### config.mk
export PLATFORM = sky130hd
export DESIGN_NAME = tlb_lookup_ctrl
export DESIGN_NICKNAME = d
export VERILOG_FILES = /design/src/rtl/tlb_lookup_ctrl.sv
export SDC_FILE = /design/constraint.sdc
export NUM_CORES = 1
export LEC_CHECK = 0
export BUFFER_PORTS_ARGS = -buffer_cell sky130_fd_sc_hd__clkbuf_2
export CORE_AREA = 5 5 138 140
export DETAILED_ROUTE_END_ITERATION = 8
export DIE_AREA = 0 0 143 145
export PLACE_DENSITY = 0.72
export SKIP_LAST_GASP = 1
export SLEW_MARGIN = 10
export SYNTH_ARGS = -nofsm -noshare
export SYNTH_HDL_FRONTEND = slang
export SYNTH_SLANG_ARGS = --single-unit
export TNS_END_PERCENT = 5
### constraint.sdc
create_clock -name clk -period 5.7 [get_ports clk]
set_input_delay 0.855 -clock clk [delete_from_list [all_inputs] [get_ports clk]]
set_output_delay 0.855 -clock clk [all_outputs]
set_load 0.01 [all_outputs]
### src/rtl/tlb_lookup_ctrl.sv
// TLB requester-side controller: lookup, page walk, victim fill, LRU aging.
// Optional `TLB_PERM_CHECK_EN enables read/write permission faults.
module tlb_lookup_ctrl #(
    parameter int NUM_SETS       = 16,
    parameter int NUM_WAYS       = 4,
    parameter int SET_INDEX_BITS = 4,
    parameter int LRU_BITS       = 4
) (
    input  logic                         clk,
    input  logic                         rst,
    input  logic                         req_valid,
    output logic                         req_ready,
    input  logic [31:0]                  req_vaddr,
    input  logic                         req_is_write,
    output logic                         resp_valid,
    input  logic                         resp_ready,
    output logic                         resp_hit,
    output logic [19:0]                  resp_ppn,
    output logic                         resp_fault,
    output logic                         walk_req_valid,
    input  logic                         walk_req_ready,
    output logic [19:0]                  walk_req_vpn,
    input  logic                         walk_resp_valid,
    input  logic [19:0]                  walk_resp_ppn,
    input  logic [1:0]                   walk_resp_perms,
    input  logic                         walk_resp_fault,
    output logic [SET_INDEX_BITS-1:0]    rd_set_index,
    input  logic [NUM_WAYS-1:0]          rd_valid,
    input  logic [NUM_WAYS*20-1:0]       rd_vpn,
    input  logic [NUM_WAYS*20-1:0]       rd_ppn,
    input  logic [NUM_WAYS*2-1:0]        rd_perms,
    input  logic [NUM_WAYS*LRU_BITS-1:0] rd_lru_count,
    output logic                         wr_en,
    output logic [SET_INDEX_BITS-1:0]    wr_set_index,
    output logic [1:0]                   wr_way,
    output logic                         wr_valid,
    output logic [19:0]                  wr_vpn,
    output logic [19:0]                  wr_ppn,
    output logic [1:0]                   wr_perms,
    output logic [LRU_BITS-1:0]          wr_lru_count,
    output logic                         lru_update_en,
    output logic [SET_INDEX_BITS-1:0]    lru_set_index,
    output logic [1:0]                   lru_way,
    output logic [LRU_BITS-1:0]          lru_value
);

    localparam logic [2:0] S_IDLE      = 3'd0;
    localparam logic [2:0] S_LOOKUP    = 3'd1;
    localparam logic [2:0] S_WALK_REQ  = 3'd2;
    localparam logic [2:0] S_WALK_WAIT = 3'd3;
    localparam logic [2:0] S_FILL      = 3'd4;
    localparam logic [2:0] S_AGE       = 3'd5;
    localparam logic [2:0] S_RESP      = 3'd6;

    logic [2:0]                           r_state;
    logic [19:0]                          r_vpn;
    logic                                 r_is_write;
    logic [NUM_WAYS-1:0]                  r_snap_valid;
    logic [NUM_WAYS-1:0][LRU_BITS-1:0]    r_snap_lru;
    logic [1:0]                           r_target;
    logic [LRU_BITS-1:0]                  r_old;
    logic [1:0]                           r_age_w;
    logic                                 r_hit;
    logic                                 r_fault;
    logic [19:0]                          r_ppn;
    logic [1:0]                           r_perms;

    logic [SET_INDEX_BITS-1:0] w_set;
    logic                      w_hit;
    logic [1:0]                w_hit_way;
    logic [19:0]               w_hit_ppn;
    logic [1:0]                w_hit_perms;
    logic [LRU_BITS-1:0]       w_hit_lru;
    logic                      w_inv_found;
    logic [1:0]                w_inv_way;
    logic [1:0]                w_max_way;
    logic [LRU_BITS-1:0]       w_max_cnt;
    logic [1:0]                w_victim;
    logic [LRU_BITS-1:0]       w_age_cnt;
    logic                      w_age_en;
    logic [LRU_BITS-1:0]       w_age_val;
    logic                      w_unused;

    assign w_set    = SET_INDEX_BITS'(32'(r_vpn) % NUM_SETS);
    assign w_unused = ^{req_vaddr[11:0], r_is_write};

    // Descending scan so the lowest matching way wins.
    always_comb begin
        w_hit       = 1'b0;
        w_hit_way   = '0;
        w_hit_ppn   = '0;
        w_hit_perms = '0;
        w_hit_lru   = '0;
        for (int i = NUM_WAYS - 1; i >= 0; i--) begin
            if (rd_valid[i] && rd_vpn[i*20 +: 20] == r_vpn) begin
                w_hit       = 1'b1;
                w_hit_way   = 2'(i);
                w_hit_ppn   = rd_ppn[i*20 +: 20];
                w_hit_perms = rd_perms[i*2 +: 2];
                w_hit_lru   = rd_lru_count[i*LRU_BITS +: LRU_BITS];
            end
        end
    end

    always_comb begin
        w_inv_found = 1'b0;
        w_inv_way   = '0;
        w_max_way   = '0;
        w_max_cnt   = r_snap_lru[0];
        for (int i = NUM_WAYS - 1; i >= 0; i--) begin
            if (!r_snap_valid[i]) begin
                w_inv_found = 1'b1;
                w_inv_way   = 2'(i);
            end
        end
        for (int i = 1; i < NUM_WAYS; i++) begin
            if (r_snap_lru[i] > w_max_cnt) begin
                w_max_cnt = r_snap_lru[i];
                w_max_way = 2'(i);
            end
        end
        w_victim = w_inv_found ? w_inv_way : w_max_way;
    end

    always_comb begin
        w_age_cnt = r_snap_lru[r_age_w];
        w_age_en  = 1'b0;
        w_age_val = '0;
        if (r_age_w == r_target) begin
            w_age_en = 1'b1;
        end else if (r_snap_valid[r_age_w] && w_age_cnt < r_old) begin
            w_age_en  = 1'b1;
            w_age_val = (w_age_cnt >= LRU_BITS'(NUM_WAYS - 1)) ?
                        LRU_BITS'(NUM_WAYS - 1) : w_age_cnt + 1'b1;
        end
    end

    always_ff @(posedge clk or posedge rst) begin
        if (rst) begin
            r_state      <= S_IDLE;
            r_vpn        <= '0;
            r_is_write   <= 1'b0;
            r_snap_valid <= '0;
            r_snap_lru   <= '0;
            r_target     <= '0;
            r_old        <= '0;
            r_age_w      <= '0;
            r_hit        <= 1'b0;
            r_fault      <= 1'b0;
            r_ppn        <= '0;
            r_perms      <= '0;
        end else begin
            unique case (r_state)
                S_IDLE: if (req_valid) begin
                    r_vpn      <= req_vaddr[31:12];
                    r_is_write <= req_is_write;
                    r_hit      <= 1'b0;
                    r_fault    <= 1'b0;
                    r_ppn      <= '0;
                    r_state    <= S_LOOKUP;
                end
                S_LOOKUP: begin
                    r_snap_valid <= rd_valid;
                    r_snap_lru   <= rd_lru_count;
                    r_age_w      <= '0;
                    if (w_hit) begin
                        r_target <= w_hit_way;
                        r_old    <= w_hit_lru;
                        r_hit    <= 1'b1;
                        r_ppn    <= w_hit_ppn;
                        r_perms  <= w_hit_perms;
`ifdef TLB_PERM_CHECK_EN
                        r_fault  <= r_is_write ? !w_hit_perms[1] : !w_hit_perms[0];
`endif
                        r_state  <= S_AGE;
                    end else begin
                        r_state  <= S_WALK_REQ;
                    end
                end
                S_WALK_REQ: if (walk_req_ready) r_state <= S_WALK_WAIT;
                S_WALK_WAIT: if (walk_resp_valid) begin
                    if (walk_resp_fault) begin
                        r_fault <= 1'b1;
                        r_ppn   <= '0;
                        r_state <= S_RESP;
                    end else begin
                        r_ppn   <= walk_resp_ppn;
                        r_perms <= walk_resp_perms;
`ifdef TLB_PERM_CHECK_EN
                        r_fault <= r_is_write ? !walk_resp_perms[1] : !walk_resp_perms[0];
`endif
                        r_state <= S_FILL;
                    end
                end
                S_FILL: begin
                    r_target <= w_victim;
                    r_old    <= '1;
                    r_age_w  <= '0;
                    r_state  <= S_AGE;
                end
                S_AGE: begin
                    r_age_w <= r_age_w + 1'b1;
                    if (r_age_w == 2'(NUM_WAYS - 1)) r_state <= S_RESP;
                end
                S_RESP: if (resp_ready) r_state <= S_IDLE;
                default: r_state <= S_IDLE;
            endcase
        end
    end

    always_comb begin
        req_ready      = (r_state == S_IDLE);
        rd_set_index   = w_set;
        walk_req_valid = (r_state == S_WALK_REQ);
        walk_req_vpn   = walk_req_valid ? r_vpn : '0;
        wr_en          = (r_state == S_FILL);
        wr_set_index   = wr_en ? w_set : '0;
        wr_way         = wr_en ? w_victim : '0;
        wr_valid       = wr_en;
        wr_vpn         = wr_en ? r_vpn : '0;
        wr_ppn         = wr_en ? r_ppn : '0;
        wr_perms       = wr_en ? r_perms : '0;
        wr_lru_count   = '0;
        lru_update_en  = (r_state == S_AGE) && w_age_en;
        lru_set_index  = (r_state == S_AGE) ? w_set : '0;
        lru_way        = (r_state == S_AGE) ? r_age_w : '0;
        lru_value      = lru_update_en ? w_age_val : '0;
        resp_valid     = (r_state == S_RESP);
        resp_hit       = resp_valid && r_hit;
        resp_fault     = resp_valid && r_fault;
        resp_ppn       = (resp_valid && !r_fault) ? r_ppn : '0;
    end

endmodule

==> results.sh, run 1 <==
export IMPL_status="finished clean"
export IMPL_worst_slack_ns=0.443
export IMPL_num_vias=7499
export IMPL_wirelength_mm=28.0
export IMPL_post_cts_buffers=0
export IMPL_sw_frac_of_total_pct=48.0
export IMPL_design_power_total_w=0.00388
export IMPL_reg2reg_slack_ns=1.51
export IMPL_whs_endpoint="r_ppn[8]"
export IMPL_hpwlAfterDp_mm=21.9
export IMPL_clockBufferDepth=2
export IMPL_p_leak_nw=4.52
export IMPL_rr_worst_depth=21
export IMPL_post_route_period_util_pct=92.2
export IMPL_drt_iter0_markers=576
export IMPL_pwr_share_comb_pct=55.8
export IMPL_p_switching_w=0.00186
export IMPL_setup_tns_ns=0
export IMPL_clock_sinks=75
export IMPL_routedWlPerCell_um=20.7
export IMPL_p_int_w=0.00202
export IMPL_die_height_um=145
export IMPL_min_period_ns=5.26
export IMPL_numCtsBuffers=9
export IMPL_crit_path_end_kind="primary output"
export IMPL_synth_largest_area_cell="dfrtp_1"
export IMPL_initial_core_util_pct=38.8
export IMPL_yosysTopAreaCellShare_pct=27.3
export IMPL_vias_per_cell=5.55
export IMPL_fin_area_mm2=0.00885
export IMPL_syn_area_per_cell_um2=8.18
export IMPL_place_gp_congestion=0.927
export IMPL_r2r_end="r_target[0]"
export IMPL_drive_above_1_share_pct=36.7
export IMPL_grt_pass1_wl_mm=42.6
export IMPL_cts_root_buffer="clkbuf_16"
export IMPL_pre_cts_ws_ns=0.842
export IMPL_min_from="r_ppn[8]"
export IMPL_arrival_ns=4.40
export IMPL_hold_viol=0
export IMPL_syn_inst=840
export IMPL_finalNetCount=1383
export IMPL_yosysUniqueCellTypes=61
export IMPL_numPortBuffers=344
export IMPL_worst_setup_path_type="register to primary output"
export IMPL_hold_path_depth=1
export IMPL_num_rows=49
export IMPL_grt_pass1_vias=7559
export IMPL_clkTransAtPathRegs_ns=0.07
export IMPL_hp_class="register to register"
export IMPL_post_cts_resize_count=0
export IMPL_grt_use_total_pct=26.1
export IMPL_ioPinCount=364
export IMPL_p_per_area_mw_per_mm2=439
export IMPL_finalCoreUtilization_pct=49.9
export IMPL_ys_warn_count=0
export IMPL_crit_required_ns=4.85
export IMPL_ys_top_cells_by_count="96 x nand2_1, 75 x dfrtp_1, 65 x and3_1, 63 x xnor2_1, 59 x clkbuf_1"
export IMPL_drc=0
export IMPL_fmax_ghz=0.190
export IMPL_ys_flop_type="dfrtp_1"
export IMPL_fp_dieW_um=143
export IMPL_synth_edf_count=0
export IMPL_rr_startpoint="r_snap_lru[5]"
export IMPL_seq_power_share_pct=28.9
export IMPL_coreArea_mm2=0.0177
export IMPL_h_tree_depth=3
export IMPL_ys_ff_latch=75
export IMPL_synthTopCellsByArea="dfrtp_1 27%, xnor2_1 8.0%, and3_1 5.9%, nand2_1 5.2%, and2_1 4.6%"
export IMPL_grt_start_max_net_pins=76
export IMPL_yosysSeqAreaShare_pct=27.3
export IMPL_place_area_mm2=0.00854
export IMPL_max_slew_margin_pct=16.8
export IMPL_slew_violations=0
export IMPL_setup_viol=0
export IMPL_startpoint_type="register"
export IMPL_synth_most_common_cell="nand2_1"
export IMPL_path_max_fanout=8
export IMPL_area_growth_synth_to_final_pct=28.8
export IMPL_insertion_delay_ns=0.34
export IMPL_ctsHoldBuffers=0
export IMPL_vdd_ir_drop_max_mv=0.297
export IMPL_antenna_found_initial=2
export IMPL_firstDrtPassIters=7
export IMPL_clock_power_share_pct=15.3
export IMPL_ant_nets=0
export IMPL_cts_tree="built"
export IMPL_grt_setup_unrepaired="false"
export IMPL_dieArea_mm2=0.0207
export IMPL_tightest_slew_ns=1.24
export IMPL_cap_violations=0
export IMPL_overflow=0
export IMPL_async_reset_ff_share_pct=100
export IMPL_synth_area_mm2=0.00687
export IMPL_clock_skew_ns=0.0126
## flip-flops by register name, indices dropped and copies added (netlist names)
| name | flops |
|---|---|
| r_age_w | 2 |
| r_snap_valid | 4 |
| r_ppn | 20 |
| r_hit | 1 |
| r_snap_lru | 16 |
| r_state | 3 |
| r_fault | 1 |
| r_vpn | 20 |
| r_target | 2 |
| r_perms | 2 |
| r_old | 4 |
## cell type report
type	count	area [µm²]
diodes	1	2.50
clock buffers	10	229
clock inverters	6	75.1
fillers	1770	8870
inverters	35	133
multi-input cells	640	4440
flip-flops and latches	75	1880
well taps	229	287
repair buffers	355	1800
## worst max path at each step
stage	startpoint	end	slack, ns
2_1_floorplan	r_snap_lru[5]	wr_way[0]	1.13
4_1_cts	r_snap_lru[5]	wr_way[0]	0.46
5_1_grt	r_snap_lru[2]	wr_way[0]	0.10
3_5_place_dp	r_snap_lru[5]	wr_way[0]	0.84
6_report	r_snap_lru[5]	wr_way[0]	0.44
3_3_place_gp	r_snap_lru[5]	wr_way[0]	0.95
## power groups by stage
stage	logic, W	clock network, W	registers [W]
final	0.00217	0.000592	0.00112
after global placement	0.00209	0	0.00113
after floorplan	0.00179	0	0.000816
after CTS	0.00216	0.000604	0.00112
after global routing	0.00240	0.000625	0.00115
after detailed placement	0.00215	0	0.00113
## per-layer routing
layer	track usage [%]	up-vias	wire (µm)
met5	0	-	0
met4	7.22	0	703
met3	6.38	46	2260
met2	43.6	353	13600
met1	33.4	3549	11400
li1	-	3551	-
## layout by cell type, fill, tap and decap left out, types with 5 or more instances in the layout
master / n
clkbuf_2: 344
nand2_1: 96
dfrtp_1: 75
and3_1: 65
xnor2_1: 63
and2_1: 50
inv_1: 33
nand4_1: 24
a31oi_1: 24
nor2_1: 23
mux2_2: 22
nand3_1: 22
o21ai_0: 21
a21o_1: 21
xor2_1: 20
a32oi_1: 20
a2111oi_0: 20
o211ai_1: 20
ha_1: 17
a21oi_1: 14
buf_4: 11
nor4_1: 9
clkbuf_16: 9
nor2b_1: 7
or4_1: 6
o22a_1: 6
conb_1: 6
nor3_1: 5
mux4_2: 5
a311oi_1: 5
## worst max-delay path, cell delays in order, from the launching register on
cell,delay (ns)
dfrtp_1,0.41
ha_1,0.30
nor2b_1,0.12
o21ai_0,0.08
a21oi_1,0.51
nor2_1,0.09
a21oi_1,0.22
ha_1,0.28
nor2b_1,0.14
o21a_1,0.16
o21a_1,0.16
o21ai_1,0.16
buf_4,0.18
o21ai_0,0.09
ha_1,0.30
nor2b_1,0.13
o21ai_0,0.09
a21oi_1,0.15
nor2b_1,0.07
a31oi_1,0.23
clkbuf_2,0.18
## logic make-up (layout without fill, tap and decap cells)
logic type      count (synthesis)  after routing  synth area share, %
xor+xnor                       83             83                 10.6
other cells                     1              7               0.0546
simple gates                  336            336                 26.7
flops                          75             75                 27.3
compound gates                171            171                 18.3
fa+ha+maj                      17             17                 3.10
mux                            27             27                 5.24
buf+inv                       130            406                 8.76
## metrics by stage
stage	cells	hold WS, ns
6_report	1351	0.494
5_1_grt	1351	0.515
4_1_cts	1350	0.493
3_5_place_dp	1334	0.480
3_3_place_gp	1334	0.467
2_1_floorplan	845	0.455
(Power assumes the default switching activity.)
==> run 2, diff against run 1 <==
CTS_CLUSTER_DIAMETER = 40   (was not set)
PLACE_DENSITY = not set   (was 0.72)
PLACE_DENSITY_LB_ADDON = 0.08   (was not set)
clock period = 5.85 ns   (was 5.7 ns; I/O delays follow)
==> run 2 against run 1 <==
Non-clock buffer count grew 1; worst hold slack worse by 0.0078 ns; clock skew down 0.0044 ns; first-iteration DRC count fell by 38%; largest power group unchanged; sequential power about the same; count of clock-buffer cells in the layout down 1; critical endpoint is now wr_way[1]; register-to-register slack better by 0.27 ns; global-route usage grew 0.82 points; cell area about the same; routed wire length increased by 1.8%; largest cell class unchanged.
==> results.sh, run 2 (same netlist as run 1, synthesis figures left out) <==
export IMPL_wirelength_mm=28.5
export IMPL_num_vias=7396
export IMPL_ctsHoldBuffers=0
export IMPL_clockBufferDepth=2
export IMPL_worst_setup_path_type="register to primary output"
export IMPL_clock_sinks=75
export IMPL_numCtsBuffers=9
export IMPL_finalNetCount=1384
export IMPL_fmax_ghz=0.190
export IMPL_cts_tree="built"
export IMPL_crit_required_ns=4.97
export IMPL_p_leak_nw=4.54
export IMPL_instances_no_fill=1350
export IMPL_place_inst=1335
export IMPL_setup_tns_ns=0
export IMPL_h_tree_depth=3
export IMPL_status="finished clean"
export IMPL_setup_viol=0
export IMPL_drc=0
export IMPL_place_gp_congestion=0.904
export IMPL_drive_above_1_share_pct=36.8
export IMPL_rr_startpoint="r_snap_lru[5]"
export IMPL_clkTransAtPathRegs_ns=0.06
export IMPL_multiInputGateArea_mm2=0.00443
export IMPL_antenna_cells=0
export IMPL_seq_area_mm2=0.00188
export IMPL_reg2reg_slack_ns=1.78
export IMPL_crit_path_end_kind="primary output"
export IMPL_layout_common_cells="344 x clkbuf_2, 96 x nand2_1, 75 x dfrtp_1, 65 x and3_1, 63 x xnor2_1"
export IMPL_grt_pass1_wl_mm=43.1
export IMPL_min_from="r_ppn[6]"
export IMPL_slew_violations=0
export IMPL_area_growth_synth_to_final_pct=28.9
export IMPL_antenna_found_initial=0
export IMPL_grt_setup_unrepaired="false"
export IMPL_routedWlPerCell_um=21.1
export IMPL_final_common_cell="clkbuf_2"
export IMPL_post_cts_resize_count=0
export IMPL_cap_violations=0
export IMPL_p_per_area_mw_per_mm2=428
export IMPL_insertion_delay_ns=0.35
export IMPL_grt_start_max_net_pins=76
export IMPL_vdd_ir_drop_max_mv=0.250
export IMPL_ant_nets=0
export IMPL_ioPinCount=364
export IMPL_grt_pass1_vias=7350
export IMPL_die_height_um=145
export IMPL_post_cts_buffers=0
export IMPL_num_rows=49
export IMPL_coreArea_mm2=0.0177
export IMPL_path_max_fanout=9
export IMPL_grt_use_total_pct=26.9
export IMPL_clock_skew_ns=0.00821
export IMPL_hpwlAfterDp_mm=22.0
export IMPL_vias_per_cell=5.48
export IMPL_startpoint_type="register"
export IMPL_max_slew_margin_pct=28.7
export IMPL_hp_class="register to register"
export IMPL_fill_cells=1839
export IMPL_firstDrtPassIters=5
export IMPL_critPathLaunch="r_snap_lru[5]"
export IMPL_cts_root_buffer="clkbuf_16"
export IMPL_fp_dieW_um=143
export IMPL_hold_viol=0
export IMPL_min_period_ns=5.27
export IMPL_numPortBuffers=344
export IMPL_reg_top3="r_ppn (20), r_vpn (20), r_snap_lru (16)"
export IMPL_initial_core_util_pct=38.8
export IMPL_post_route_period_util_pct=90.0
export IMPL_arrival_ns=4.39
export IMPL_tightest_slew_ns=1.07
export IMPL_overflow=0
export IMPL_drt_iter0_markers=356
export IMPL_dieArea_mm2=0.0207
-- run 2: final cells by class --
class,instances,area share (%)
repair buffers,356,20.5
well taps,229,3.23
multi-input cells,640,50.1
inverters,35,1.50
clock inverters,6,1.03
clock buffers,9,2.54
flip-flops and latches,75,21.2
-- run 2: path summary, 6_finish.rpt --
check,endpoint,cells after the start
hold / removal,r_ppn[6],1
setup / recovery,wr_way[1],20
max in group asynchronous,r_ppn[18],3
hold reg to reg,r_ppn[6],1
min in group asynchronous,r_old[3],3
setup reg to reg,r_target[1],20
-- run 2: routing by layer --
metal	share of wire, %	GRT usage, %	wire length, µm
met4	3.5	9.32	1000
met3	7.5	7.07	2140
met5	0	0	0
met1	41	33.3	11600
met2	48	45.0	13800
-- run 2: through the flow --
stage | instance area [µm²] | util, % | setup slack (ns) | hold WS (ns) | power (W)
final | 8860 | 50.0 | 0.584 | 0.487 | 0.00379
after CTS | 8860 | 50.0 | 0.559 | 0.490 | 0.00381
after global placement | 8540 | 48.2 | 0.989 | 0.466 | 0.00317
after global routing | 8860 | 50.0 | 0.100 | 0.510 | 0.00412
after floorplan | 6890 | - | 1.26 | 0.455 | 0.00254
after detailed placement | 8540 | 48.2 | 0.943 | 0.476 | 0.00320
-- run 2: power by group --
group / internal, W / total, W / switching [W]
logic: 0.000927 / 0.00207 / 0.00114
clock network: 0.000372 / 0.000601 / 0.000229
registers: 0.000705 / 0.00112 / 0.000414
total: 0.00200 / 0.00379 / 0.00178
-- run 2: worst max-delay path, stage by stage (launching register included) --
cell      delay, ns
dfrtp_1        0.41
ha_1           0.30
nor2b_1        0.12
o21ai_0        0.08
a21oi_1        0.46
nor2_1         0.08
a21oi_1        0.19
ha_1           0.27
nor2b_1        0.13
o21a_1         0.16
o21a_1         0.17
o21ai_1        0.11
buf_4          0.17
mux2_2         0.34
ha_1           0.27
nand4_1        0.08
o21ai_0        0.08
a21oi_1        0.12
nor2b_1        0.07
a31oi_1        0.24
clkbuf_2       0.18
